--- src/rtl/usr_btn_ctrl_pkg.sv ---
// Shared types and elaboration helpers for the user-button gesture controller.
package usr_btn_pkg;

    // Controller states; the encoding is visible on state_mon for debug/LEDs.
    typedef enum logic [2:0] {
        ST_IDLE    = 3'd0,
        ST_PRESS1  = 3'd1,
        ST_GAP     = 3'd2,
        ST_PRESS2  = 3'd3,
        ST_SYSRST  = 3'd4,
        ST_BOOT    = 3'd5,
        ST_LOCKOUT = 3'd6
    } btn_state_e;

    // Milliseconds to clock cycles, rounded up. 64-bit math so 48 MHz * 1000 ms fits.
    function automatic int ms_to_clks(input longint freq, input longint ms);
        longint num;
        num = freq * ms;
        return int'((num + 64'sd999) / 64'sd1000);
    endfunction

    // Width of a saturating timer able to hold the larger of two cycle counts.
    function automatic int timer_width(input int a, input int b);
        int m;
        if (a > b) begin
            m = a;
        end else begin
            m = b;
        end
        return $clog2(m + 1);
    endfunction

endpackage

--- src/rtl/usr_btn_ctrl_debounce.sv ---
// Two-flop synchroniser plus stability-count debouncer for the raw button pin.
// The debounced level follows the synchronised level only after it has
// differed for DB_CLKS consecutive cycles; any bounce restarts the count.
module btn_debounce #(
    parameter int DB_CLKS            = 1,
    parameter int BUTTON_LOGIC_LEVEL = 1
) (
    input  logic clk,
    input  logic rst,
    input  logic usr_btn,
    output logic btn_db
);

    localparam int            CW       = $clog2(DB_CLKS + 1);
    localparam logic [CW-1:0] CNT_LAST = CW'(DB_CLKS - 1);
    localparam logic          PRESSED  = 1'(BUTTON_LOGIC_LEVEL);

    logic          sync1_q;
    logic          sync2_q;
    logic          btn_s;
    logic          db_q;
    logic [CW-1:0] cnt_q;

    // Synchronise the asynchronous pin into the clk domain.
    always_ff @(posedge clk) begin
        if (rst) begin
            sync1_q <= 1'b0;
            sync2_q <= 1'b0;
        end else begin
            sync1_q <= usr_btn;
            sync2_q <= sync1_q;
        end
    end

    // Map the board polarity onto an active-high "pressed" level.
    always_comb begin
        if (PRESSED) begin
            btn_s = sync2_q;
        end else begin
            btn_s = ~sync2_q;
        end
    end

    // Count consecutive cycles of disagreement; flip the debounced level when stable long enough.
    always_ff @(posedge clk) begin
        if (rst) begin
            cnt_q <= '0;
            db_q  <= 1'b0;
        end else if (btn_s != db_q) begin
            if (cnt_q == CNT_LAST) begin
                db_q  <= btn_s;
                cnt_q <= '0;
            end else begin
                cnt_q <= cnt_q + CW'(1);
            end
        end else begin
            cnt_q <= '0;
        end
    end

    assign btn_db = db_q;

endmodule

--- src/rtl/usr_btn_ctrl.sv ---
// User-button gesture controller: single click -> 1-cycle click pulse,
// double click -> timed sys_rst pulse, long press -> latched boot_rst.
module usr_btn_ctrl
    import usr_btn_pkg::*;
#(
    parameter int CLK_FREQUENCY          = 48000000,
    parameter int BUTTON_LOGIC_LEVEL     = 1,
    parameter int DEBOUNCE_MS            = 10,
    parameter int DOUBLE_CLICK_MS        = 300,
    parameter int LONG_PRESS_MS          = 1000,
    parameter int SYS_RST_PULSE_CYCLES   = 16,
    parameter int SYS_RESET_LOGIC_LEVEL  = 1,
    parameter int BOOT_RESET_LOGIC_LEVEL = 1
) (
    input  logic       clk,
    input  logic       rst,
    input  logic       usr_btn,
    output logic       sys_rst,
    output logic       boot_rst,
    output logic       click,
    output logic       busy,
    output logic [2:0] state_mon
);

    localparam int DB_CLKS   = ms_to_clks(longint'(CLK_FREQUENCY), longint'(DEBOUNCE_MS));
    localparam int DC_CLKS   = ms_to_clks(longint'(CLK_FREQUENCY), longint'(DOUBLE_CLICK_MS));
    localparam int LONG_CLKS = ms_to_clks(longint'(CLK_FREQUENCY), longint'(LONG_PRESS_MS));
    localparam int TW        = timer_width(LONG_CLKS, DC_CLKS);
    localparam int PW        = $clog2(SYS_RST_PULSE_CYCLES + 1);

    localparam logic [TW-1:0] LONG_T     = TW'(LONG_CLKS);
    localparam logic [TW-1:0] DC_T       = TW'(DC_CLKS);
    localparam logic [TW-1:0] TIMER_MAX  = {TW{1'b1}};
    localparam logic [PW-1:0] PULSE_LAST = PW'(SYS_RST_PULSE_CYCLES - 1);
    localparam logic          SYS_ON     = 1'(SYS_RESET_LOGIC_LEVEL);
    localparam logic          BOOT_ON    = 1'(BOOT_RESET_LOGIC_LEVEL);

    // Refuse to build with degenerate timing constants.
    if (DB_CLKS < 1 || DC_CLKS < 1 || LONG_CLKS < 1 || SYS_RST_PULSE_CYCLES < 1) begin : g_param_check
        $error("usr_btn_ctrl: every cycle constant and SYS_RST_PULSE_CYCLES must be at least 1");
    end

    btn_state_e    state_q;
    logic [TW-1:0] timer_q;
    logic [TW-1:0] timer_d;
    logic [PW-1:0] pulse_q;
    logic          sys_act_q;
    logic          boot_act_q;
    logic          click_q;
    logic          btn_db;

    btn_debounce #(
        .DB_CLKS            (DB_CLKS),
        .BUTTON_LOGIC_LEVEL (BUTTON_LOGIC_LEVEL)
    ) u_debounce (
        .clk     (clk),
        .rst     (rst),
        .usr_btn (usr_btn),
        .btn_db  (btn_db)
    );

    // Saturating increment of the gesture timer; it must never wrap back to a short count.
    always_comb begin
        timer_d = timer_q;
        if (timer_q != TIMER_MAX) begin
            timer_d = timer_q + TW'(1);
        end else begin
            timer_d = timer_q;
        end
    end

    // Gesture FSM with registered action outputs; timeouts take priority over same-cycle edges.
    always_ff @(posedge clk) begin
        if (rst) begin
            state_q    <= ST_IDLE;
            timer_q    <= '0;
            pulse_q    <= '0;
            sys_act_q  <= 1'b0;
            boot_act_q <= 1'b0;
            click_q    <= 1'b0;
        end else begin
            click_q <= 1'b0;
            case (state_q)
                ST_IDLE: begin
                    if (btn_db) begin
                        state_q <= ST_PRESS1;
                        timer_q <= '0;
                    end else begin
                        state_q <= ST_IDLE;
                    end
                end
                ST_PRESS1: begin
                    timer_q <= timer_d;
                    if (timer_d == LONG_T) begin
                        state_q    <= ST_BOOT;
                        boot_act_q <= 1'b1;
                    end else if (!btn_db) begin
                        state_q <= ST_GAP;
                        timer_q <= '0;
                    end else begin
                        state_q <= ST_PRESS1;
                    end
                end
                ST_GAP: begin
                    timer_q <= timer_d;
                    if (timer_d == DC_T) begin
                        // Second press never came in time: report a single click.
                        click_q <= 1'b1;
                        if (btn_db) begin
                            state_q <= ST_PRESS1;
                            timer_q <= '0;
                        end else begin
                            state_q <= ST_IDLE;
                        end
                    end else if (btn_db) begin
                        state_q <= ST_PRESS2;
                        timer_q <= '0;
                    end else begin
                        state_q <= ST_GAP;
                    end
                end
                ST_PRESS2: begin
                    timer_q <= timer_d;
                    if (timer_d == LONG_T) begin
                        state_q    <= ST_BOOT;
                        boot_act_q <= 1'b1;
                    end else if (!btn_db) begin
                        state_q   <= ST_SYSRST;
                        pulse_q   <= '0;
                        sys_act_q <= 1'b1;
                    end else begin
                        state_q <= ST_PRESS2;
                    end
                end
                ST_SYSRST: begin
                    if (pulse_q == PULSE_LAST) begin
                        sys_act_q <= 1'b0;
                        state_q   <= ST_LOCKOUT;
                    end else begin
                        pulse_q <= pulse_q + PW'(1);
                    end
                end
                ST_BOOT: begin
                    // Latched until reset; the button is ignored here.
                    boot_act_q <= 1'b1;
                    state_q    <= ST_BOOT;
                end
                ST_LOCKOUT: begin
                    if (!btn_db) begin
                        state_q <= ST_IDLE;
                    end else begin
                        state_q <= ST_LOCKOUT;
                    end
                end
                default: begin
                    state_q    <= ST_IDLE;
                    timer_q    <= '0;
                    sys_act_q  <= 1'b0;
                    boot_act_q <= 1'b0;
                end
            endcase
        end
    end

    assign sys_rst   = SYS_ON  ? sys_act_q  : ~sys_act_q;
    assign boot_rst  = BOOT_ON ? boot_act_q : ~boot_act_q;
    assign click     = click_q;
    assign busy      = (state_q != ST_IDLE);
    assign state_mon = state_q;

endmodule

--- config.mk ---
export PLATFORM = sky130hd
export DESIGN_NAME = usr_btn_ctrl
export DESIGN_NICKNAME = d
export VERILOG_FILES = /design/src/rtl/usr_btn_ctrl_pkg.sv /design/src/rtl/usr_btn_ctrl_debounce.sv /design/src/rtl/usr_btn_ctrl.sv
export SDC_FILE = /design/constraint.sdc
export NUM_CORES = 1
export LEC_CHECK = 0
export ABC_AREA = 1
export CAP_MARGIN = 20
export CORE_AREA = 10 10 114 126
export DETAILED_ROUTE_END_ITERATION = 6
export DIE_AREA = 0 0 124 136
export MAX_ROUTING_LAYER = met4
export PLACE_DENSITY_LB_ADDON = 0.1
export SYNTH_ARGS = -nofsm -noshare
export SYNTH_HDL_FRONTEND = slang
export SYNTH_HIERARCHICAL = 1
export SYNTH_SLANG_ARGS = --single-unit
--- constraint.sdc ---
create_clock -name clk -period 3.17 [get_ports clk]
set_clock_uncertainty 0.05 [all_clocks]
set_input_delay 0.4755 -clock clk [delete_from_list [all_inputs] [get_ports clk]]
set_output_delay 0.4755 -clock clk [all_outputs]
set_load 0.005 [all_outputs]
==> results.md, run 1 <==
* Crit-path cells: ha_2, nand3_1, nor2_1, xnor2_1, nand3_1, nor2_1, nand3_1, inv_1, nand2_1, o21bai_1, nand2_1, nand3_1, nand2_1, inv_1
* Xor/xnor cell area share of the yosys netlist at 0.03045
* Total power at 1.815 mW
* Status: complete, no violations
* Maximum VDD drop at 0.3735 mV
* IO Port Bufs at 9
* Unrepaired setup endpoints after global routing: no
* CP endpoint kind: register
* Max Fclk at 360.2 MHz
* Endpoints failing setup at 0
* Final HPWL DP at 9955 um
* Io pins at 10
* Via count at 4828
* Area of the multi-input gates at 2958 um2
* Yosys reg bits at 59
* Crit Path Class: register to register
* Sink Count at 59
* Async set or reset register ratio after synthesis at 0
* # DRC at 0
* Global-route wire length before repair at 22890 um
* Commonest non-fill, non-tap cells in the layout: 232 x nand2_1, 105 x nor2_1, 95 x inv_1
* Slew margin rel. at 0.5485
* WL per Instance at 14.47 um
* Die ar. at 16860 um2
* Fin. max-slew vios at 0
* Die Y at 136 um
* Post-DRT Antenna Nets at 0
* H-tree depth at 3
* Leak at 1.988 nW
* Worst Hold Class: register to register
* TritonCTS clock tree: built
* Period utilization at 0.8757
* Hold Vio Cnt, Final at 0
* Post-CTS Setup Inserts at 0
* Vias in the first global route at 4531
* Netlist cell types at 40
* Critical path launch point type: register
* Ant. Diodes at 0
* Crit-path most repeated cell: nand3_1
* Ys flop type: dfxtp_1
* Routed vias/inst at 5.214
* Internal Power at 1.451 mW
* Grt ovf at 0
* Main combinational cell family by area after synthesis: simple AND/OR/NAND/NOR gates
* Die Wd at 124 um
* Total iterations of the first detailed-routing run at 5
* Crit path largest cell delay at 0.41 ns
* Post-Route WL at 13400 um
* Total global-route track usage at 0.1737
* Post-synthesis cell count at 762
* Synthesized area at 4602 um2
* Initial Util at 0.3892
* Rows at 42
* Max_cap viols at 0
* Largest net degree at the start of global routing at 35
* CP arrival at 3.01 ns
* Avg Cell Area, Syn at 6.039 um2
* Clk Latency, worst-skew pair at 0.33 ns
* Synth Net Count at 769
* Clk pin slew, worst setup/hold paths at 0.05 ns
* Layout cells sized above 1 at 0.09715
* Fill count at 1262
* Part of the power in registers at 0.410
* CP max-delay cell: dfxtp_1
* Synth Area in Simple Gates at 0.4845
* Register area at 1182 um2
* PwrDens at 348.9 nW/um2
* Register area share after synthesis at 0.2567
* Setup TNS at 0 ns
* CP required at 3.40 ns
* Power share of the clock group at 0.579
* Ys Warns at 6
* Final-stage net count at 775
* Post-synthesis adder-cell area fraction at 0.01088
* Initial antenna violation count at 0
* Mux contribution to synthesized area at 0
* Clock tree buffer depth at 2
* Comb pwr share at 0.011
* Area growth, synth to finish at 13.02%
* Root Buffer: clkbuf_16
* Max FO, Critical Path at 10
* Clock buffer count from CTS at 9
* Post-synth EDFFs at 0
* Iter 0 DRT Violations at 282
* Core ar. at 11820 um2
* GP Congestion at 0.9649
* Sw power at 0.3637 mW
* Compound-cell area share of the yosys netlist at 0.1120
* Most common cell after layout, fill and taps aside: nand2_1
* Min Tclk post-route at 2.776 ns
* Worst slew pin tran at 0.6772 ns
* Switching share of total power at 0.2004
## cell families after synthesis
logic type      count (synthesis)
compound gates                 73
xor+xnor                       16
buf+inv                       124
flops                          59
fa+ha+maj                       4
simple gates                  486
## synth_stat cells, types with 2 or more instances
cell       instances  share of area
clkbuf_1          18          0.015
nand3b_4           2         0.0087
xor2_1             7          0.013
nand3b_1           4         0.0065
o21ai_1            2         0.0022
a41oi_1           15          0.029
nor3_1             3         0.0033
or2_2              4         0.0054
nor2_1           106          0.086
nand3_1           85          0.092
buf_2              4         0.0044
inv_1             95          0.077
xnor2_1            9          0.017
buf_6              2         0.0049
o21bai_1          13          0.021
a21oi_1           19          0.021
nand2_4            3         0.0073
a2111oi_0          8          0.015
nand3_4            3          0.011
inv_2              4         0.0033
ha_1               4          0.011
nor2_8             2         0.0087
o21ai_0           10          0.011
nand4_1           16          0.022
nor2_2             7         0.0095
dfxtp_1           59           0.26
nand2_1          232           0.19
nor2_4             5          0.012
nand2_2           10          0.014
## routing by layer
metal | global-route usage | vias up | part of all wire
met1 | 0.2252 | 2220 | 0.47
li1 | - | 2468 | -
met5 | - | - | 0
met4 | 0.06210 | 0 | 0.017
met2 | 0.2619 | 120 | 0.46
met3 | 0.03444 | 20 | 0.050
## area by class of cell
type | instances | share of cell area
sequential | 59 | 0.2273
clock inverter | 5 | 0.01491
tap | 154 | 0.03705
clock buffer | 10 | 0.04595
multi-input combinational | 579 | 0.5687
timing repair buffer | 20 | 0.03464
inverter | 99 | 0.07145
## registers in the layout, indices dropped and copies added (netlist names), 3 cells and up
| name | flops |
|---|---|
| pulse_q | 5 |
| u_debounce/cnt_q | 19 |
| timer_q | 26 |
| state_mon | 3 |
## path summary, 6_finish.rpt
kind                                          from               end  slack [ns]  cells after the start
worst min-delay path            u_debounce/sync1_q  u_debounce/btn_s        0.37                      2
worst min register to register  u_debounce/sync1_q  u_debounce/btn_s        0.37                      2
worst max-delay path                    timer_q[1]       timer_q[20]        0.39                     14
worst max register to register          timer_q[1]       timer_q[20]        0.39                     14
## critical path, delay by kind of cell, from the launching register on
kind | cells | cell delay (ns)
and+or+nand+nor | 9 | 1.37
DFF | 1 | 0.41
AOI/OAI and AO/OA | 1 | 0.21
adders and majority gates | 1 | 0.29
xor gates and xnor gates | 1 | 0.24
buffers and inverters | 2 | 0.15
## through the flow
stage	instance area (um2)	std cells	hold slack [ns]	util	setup WS, ns
after floorplan	4602	762	0.3383	-	0.8335
after global placement	4855	910	0.3471	0.4106	0.2778
after detailed placement	4870	911	0.3700	0.4119	0.2113
after CTS	5186	926	0.3839	0.4386	0.1944
after global routing	5201	926	0.4178	0.4399	0.05402
final	5201	926	0.3734	0.4399	0.3940
## what timing repair did
action	4_1_cts	5_1_grt
hold buffers	0	0
resized for setup	0	4
setup endpoints to repair	0	20
## power groups by stage
stage               Clock, mW  Combinational, mW  Sequential, mW
floorplan                   0             0.0124           0.760
global placement            0             0.0196           0.760
detailed placement          0             0.0200           0.760
CTS                      1.07             0.0200           0.745
global route             1.11             0.0221           0.744
finish                   1.05             0.0196           0.745
No activity file was read; power rests on OpenSTA's default activity.
==> run 2: changes to the inputs <==
--- a/config.mk
+++ b/config.mk
@@ -12,6 +12,7 @@
 export DIE_AREA = 0 0 124 136
 export MAX_ROUTING_LAYER = met4
 export PLACE_DENSITY_LB_ADDON = 0.1
+export REMOVE_ABC_BUFFERS = 1
 export SYNTH_ARGS = -nofsm -noshare
 export SYNTH_HDL_FRONTEND = slang
 export SYNTH_HIERARCHICAL = 1
==> run 2 against run 1 <==
Worst hold slack improved by 0.025 ns. Utilization is 0.33 points lower. Clock-buffer cell count did not move. Sequential share of layout area up 0.15 points. Largest cell class unchanged. Largest power group unchanged.
==> results.md, run 2 (synthesized netlist as in run 1, its figures left out) <==
* CP max-delay cell: dfxtp_1
* R2R depth at 14
* Final std cells w/o fill at 925
* Die Y at 136 um
* Fin. max-slew vios at 0
* Area of the multi-input gates at 2958 um2
* Leak at 1.965 nW
* Critical path launch point type: register
* WL met3 at 669 um
* RR Startpoint: timer_q[19]
* PwrDens at 339.8 nW/um2
* Setup TNS at 0 ns
* Max_cap viols at 0
* Initial antenna violation count at 0
* Worst setup margin at 0.2562 ns
* H-tree depth at 3
* Total global-route track usage at 0.1765
* Global-route wire length before repair at 22940 um
* Place WS at 0.1660 ns
* Clk Latency, worst-skew pair at 0.34 ns
* Uppermost routed layer: met4
* Clk pin slew, worst setup/hold paths at 0.06 ns
* Post-CTS Setup Inserts at 0
* Post-layout instance area at 5162 um2
* Total iterations of the first detailed-routing run at 5
* Largest register FFs at 26
* Commonest non-fill, non-tap cells in the layout: 231 x nand2_1, 106 x nor2_1, 95 x inv_1
* Rows at 42
* Routed wl met2 at 6078 um
* Largest regs: timer_q (26), u_debounce/cnt_q (19), pulse_q (5)
* Crit-path cells: nand2_1, nor2_1, nand2_1, nor2_1, nand2_8, inv_1, a21oi_1, nor2_1, nand4_2, o21bai_1, nand2_1, nand3_1, nand2_1, inv_1
* GP Congestion at 0.9347
* Max FO, Critical Path at 34
* Post-DRT Antenna Nets at 0
* Final-stage net count at 773
* Unrepaired setup endpoints after global routing: no
* Die ar. at 16860 um2
* Crit path largest cell delay at 0.48 ns
* Grt ovf at 0
* Initial Util at 0.3892
* Area growth, synth to finish at 12.18%
* Routed vias/inst at 5.142
* Layout cells sized above 1 at 0.09339
* Max Fclk at 343.2 MHz
* Maximum VDD drop at 0.2043 mV
* # DRC at 0
* Period utilization at 0.9192
* Worst Hold Class: register to register
* Status: complete, no violations
* Placed standard-cell area at 4855 um2
* Crit-path most repeated cell: nand2_1
* Clock tree buffer depth at 2
* IO Port Bufs at 9
* Hold Vio Cnt, Final at 0
* Clock buffer count from CTS at 9
* Worst slew pin tran at 0.7144 ns
* Top reg by flops: timer_q
* Worst Setup EP: timer_q[18]
* Sink Count at 59
* CP endpoint kind: register
* Iter 0 DRT Violations at 274
* Fill count at 1358
* Root Buffer: clkbuf_16
* Critical path origin: timer_q[19]
* Final HPWL DP at 10140 um
* Via count at 4756
* Register area at 1181 um2
* Placed insts at 909
* Post-layout util at 0.4366
* CP bufs+invs at 2
* WL per Instance at 14.81 um
* Largest net degree at the start of global routing at 35
* Endpoints failing setup at 0
* Critical R2R Capture: timer_q[18]
* Most common cell after layout, fill and taps aside: nand2_1
* Reg2Reg Setup Slack at 0.26 ns
* Hold-fix buffers, CTS at 0
* Min Tclk post-route at 2.914 ns
* Wl on met1 at 6706 um
* Post-cts sizing count at 0
* CP arrival at 3.16 ns
* Io pins at 10
* Die Wd at 124 um
* TritonCTS clock tree: built
* Slew margin rel. at 0.5237
* Vias in the first global route at 4526
* Crit Path Class: register to register
* CP required at 3.41 ns
* Core ar. at 11820 um2
* Critical path depth in cells at 14
* CP delay by family, top: simple AND/OR/NAND/NOR gates
* Post-Route WL at 13700 um
* Ant. Diodes at 0
## run 2: per-stage QoR
stage,power [mW],hold slack (ns)
after floorplan,0.7673,0.3383
after global placement,0.7820,0.3839
after detailed placement,0.7823,0.3756
after CTS,1.787,0.3965
after global routing,1.811,0.4207
final,1.754,0.3980
## run 2: how the worst min path moves through the flow
stage / start / endpoint / slack (ns) / cells past startpoint
after global placement: u_debounce/sync1_q / u_debounce/btn_s / 0.38 / 2
after global routing: u_debounce/sync1_q / u_debounce/btn_s / 0.42 / 2
after CTS: u_debounce/sync1_q / u_debounce/btn_s / 0.40 / 2
after floorplan: u_debounce/sync1_q / u_debounce/btn_s / 0.34 / 2
after detailed placement: u_debounce/sync1_q / u_debounce/btn_s / 0.38 / 2
final: u_debounce/sync1_q / u_debounce/btn_s / 0.40 / 2
## run 2: where the power goes
part           switching [mW]  total (mW)  internal [mW]
clock network           0.379       0.988          0.609
registers             0.00116       0.745          0.743
logic                  0.0146      0.0214        0.00675
total                   0.395        1.75           1.36
## run 2: final cells by class
type                    count  area share
well taps                 154     0.03732
repair buffers             18     0.03199
flip-flops and latches     59      0.2288
multi-input cells         579      0.5730
clock inverters             6     0.01260
clock buffers              10     0.04435
inverters                  99     0.07198
## run 2: metal layers
layer,track usage,up-vias
met4,0.07234,0
li1,-,2454
met1,0.2300,2183
met5,-,-
met2,0.2658,102
met3,0.02739,17
## run 2: worst min-delay path, cell delays in order (launching register included)
cell and delay (ns):
dfxtp_1 0.30, inv_1 0.06, nor2_1 0.04
==> run 3: changes to the inputs <==
--- a/config.mk
+++ b/config.mk
@@ -12,6 +12,7 @@
 export DIE_AREA = 0 0 124 136
 export MAX_ROUTING_LAYER = met4
 export PLACE_DENSITY_LB_ADDON = 0.1
+export RECOVER_POWER = 25
 export REMOVE_ABC_BUFFERS = 1
 export SYNTH_ARGS = -nofsm -noshare
 export SYNTH_HDL_FRONTEND = slang
==> constraint.sdc (replaced) <==
create_clock -name clk -period 3.26 [get_ports clk]
set_clock_uncertainty 0.05 [all_clocks]
set_input_delay 0.489 -clock clk [delete_from_list [all_inputs] [get_ports clk]]
set_output_delay 0.489 -clock clk [all_outputs]
set_load 0.005 [all_outputs]
==> run 3 against run 2 <==
Sequential power decreased by 2.8%. Design area increased by 0.39%. Fmax increased by 1.6%. Critical path depth increased by 3. Sequential cell count unchanged. Setup slack improved by 0.14 ns. Die area unchanged. Clock-buffer cell count increased by 1. Global-route usage about the same. Routed wire length increased by 0.26%. Clock power increased by 8%. Critical endpoint is now timer_q[23]. Largest cell class unchanged.
==> results.md, run 3 (synthesized netlist as in run 1, its figures left out) <==
* Crit-path cells: ha_2, inv_2, nor2_4, nand2_4, nor2_8, nand2_8, nand2_1, o21ai_2, nor2_1, nand3_1, inv_1, nand2_1, o21bai_1, nand2_1, nand3_1, nand2_1, inv_1
* Worst slew pin tran at 1.259 ns
* Largest register FFs at 26
* Sink Count at 59
* Hold-fix buffers, CTS at 0
* TritonCTS clock tree: built
* PwrDens at 350.5 nW/um2
* Area growth, synth to finish at 12.62%
* Rows at 42
* Clock tree buffer depth at 2
* Ant. Diodes at 0
* Global-route wire length before repair at 22730 um
* CP bufs+invs at 3
* Grt ovf at 0
* Setup TNS at 0 ns
* CP required at 3.50 ns
* Core ar. at 11820 um2
* Via count at 4769
* Max FO, Critical Path at 34
* Root Buffer: clkbuf_16
* Endpoints failing setup at 0
* Post-Route WL at 13730 um
* Die ar. at 16860 um2
* Crit Path Class: register to register
* CP endpoint kind: register
* Max Fclk at 348.8 MHz
* Leak at 1.989 nW
* Commonest non-fill, non-tap cells in the layout: 232 x nand2_1, 106 x nor2_1, 95 x inv_1
* Worst Hold Class: register to register
* Fill count at 1291
* Clk Latency, worst-skew pair at 0.35 ns
* Total global-route track usage at 0.1762
* Crit-path most repeated cell: nand2_1
* Most common cell after layout, fill and taps aside: nand2_1
* Largest regs: timer_q (26), u_debounce/cnt_q (19), pulse_q (5)
* Routed vias/inst at 5.145
* Critical path launch point type: register
* Area of the multi-input gates at 2944 um2
* IO Port Bufs at 9
* Initial Util at 0.3892
* Register area at 1181 um2
* Final hold slack at 0.3611 ns
* Post-DRT Antenna Nets at 0
* Die Wd at 124 um
* CP delay by family, top: simple AND/OR/NAND/NOR gates
* Slew margin rel. at 0.1592
* Max_cap viols at 0
* Largest net degree at the start of global routing at 35
* Period utilization at 0.8794
* Initial antenna violation count at 0
* Hold Vio Cnt, Final at 0
* Min Tclk post-route at 2.867 ns
* CP arrival at 3.11 ns
* Io pins at 10
* Layout cells sized above 1 at 0.09056
* Clk pin slew, worst setup/hold paths at 0.06 ns
* Status: complete, no violations
* Clock buffer count from CTS at 9
* Maximum VDD drop at 0.2386 mV
* CP max-delay cell: dfxtp_1
* Fin. max-slew vios at 0
* # DRC at 0
* Final-stage net count at 775
* H-tree depth at 3
* Final HPWL DP at 10280 um
* Iter 0 DRT Violations at 299
* Top reg by flops: timer_q
* WL per Instance at 14.81 um
* Vias in the first global route at 4295
* Unrepaired setup endpoints after global routing: no
* GP Congestion at 0.9743
* Die Y at 136 um
* Total iterations of the first detailed-routing run at 5
* Crit path largest cell delay at 0.46 ns
==> run 3: cell count changes in the layout (fill, tap and decap cells not counted), sizes merged <==
| cell | change |
|---|---|
| bufinv | +1 |
| dlygate4sd3 | +5 |
| clkinv | -2 |
| clkdlybuf4s50 | -5 |
| clkbuf | +3 |
==> run 3: power by group <==
part	total, mW	switching (mW)	internal [mW]
registers	0.724	0.00116	0.723
logic	0.0192	0.0138	0.00540
clock network	1.07	0.379	0.694
==> run 3: repair_timing <==
action | in CTS | in global routing
buffers inserted | 0 | 0
gates resized for setup | 0 | 2
setup endpoints to repair | 0 | 11
==> run 3: metrics by stage <==
step	instances	setup WS [ns]	util	area (um2)	total power [mW]
after floorplan	737	0.7555	-	4488	0.7461
after CTS	927	0.2816	0.4389	5190	1.841
after detailed placement	911	0.3253	0.4112	4862	0.7603
after global placement	911	0.3881	0.4112	4862	0.7605
after global routing	927	0.08498	0.4383	5182	1.868
final	927	0.3931	0.4383	5182	1.816
==> run 3: path summary, 6_finish.rpt <==
path / slack (ns) / endpoint / from / cells past startpoint
max reg2reg: 0.39 / timer_q[23] / timer_q[0] / 17
min: 0.36 / u_debounce/btn_s / u_debounce/sync1_q / 2
max: 0.39 / timer_q[23] / timer_q[0] / 17
min reg2reg: 0.36 / u_debounce/btn_s / u_debounce/sync1_q / 2
==> run 3: cell type report <==
cell class,count,area share
clock inverter,5,0.01642
timing repair buffer,20,0.03187
sequential,59,0.2279
inverter,99,0.07170
multi-input combinational,579,0.5681
clock buffer,11,0.04684
tap,154,0.03718
==> run 3: worst min-delay path, cell delays in order (launching register included) <==
cell     delay [ns]
dfxtp_1        0.30
inv_1          0.04
nor2_1         0.03
==> run 3: layer usage <==
metal  vias up  track usage  routed length (um)
met5         -            -                   0
met1      2186       0.2368                6695
met2        95       0.2590                6238
met3        19      0.02697                 521
li1       2469            -                   -
met4         0      0.06786                 275
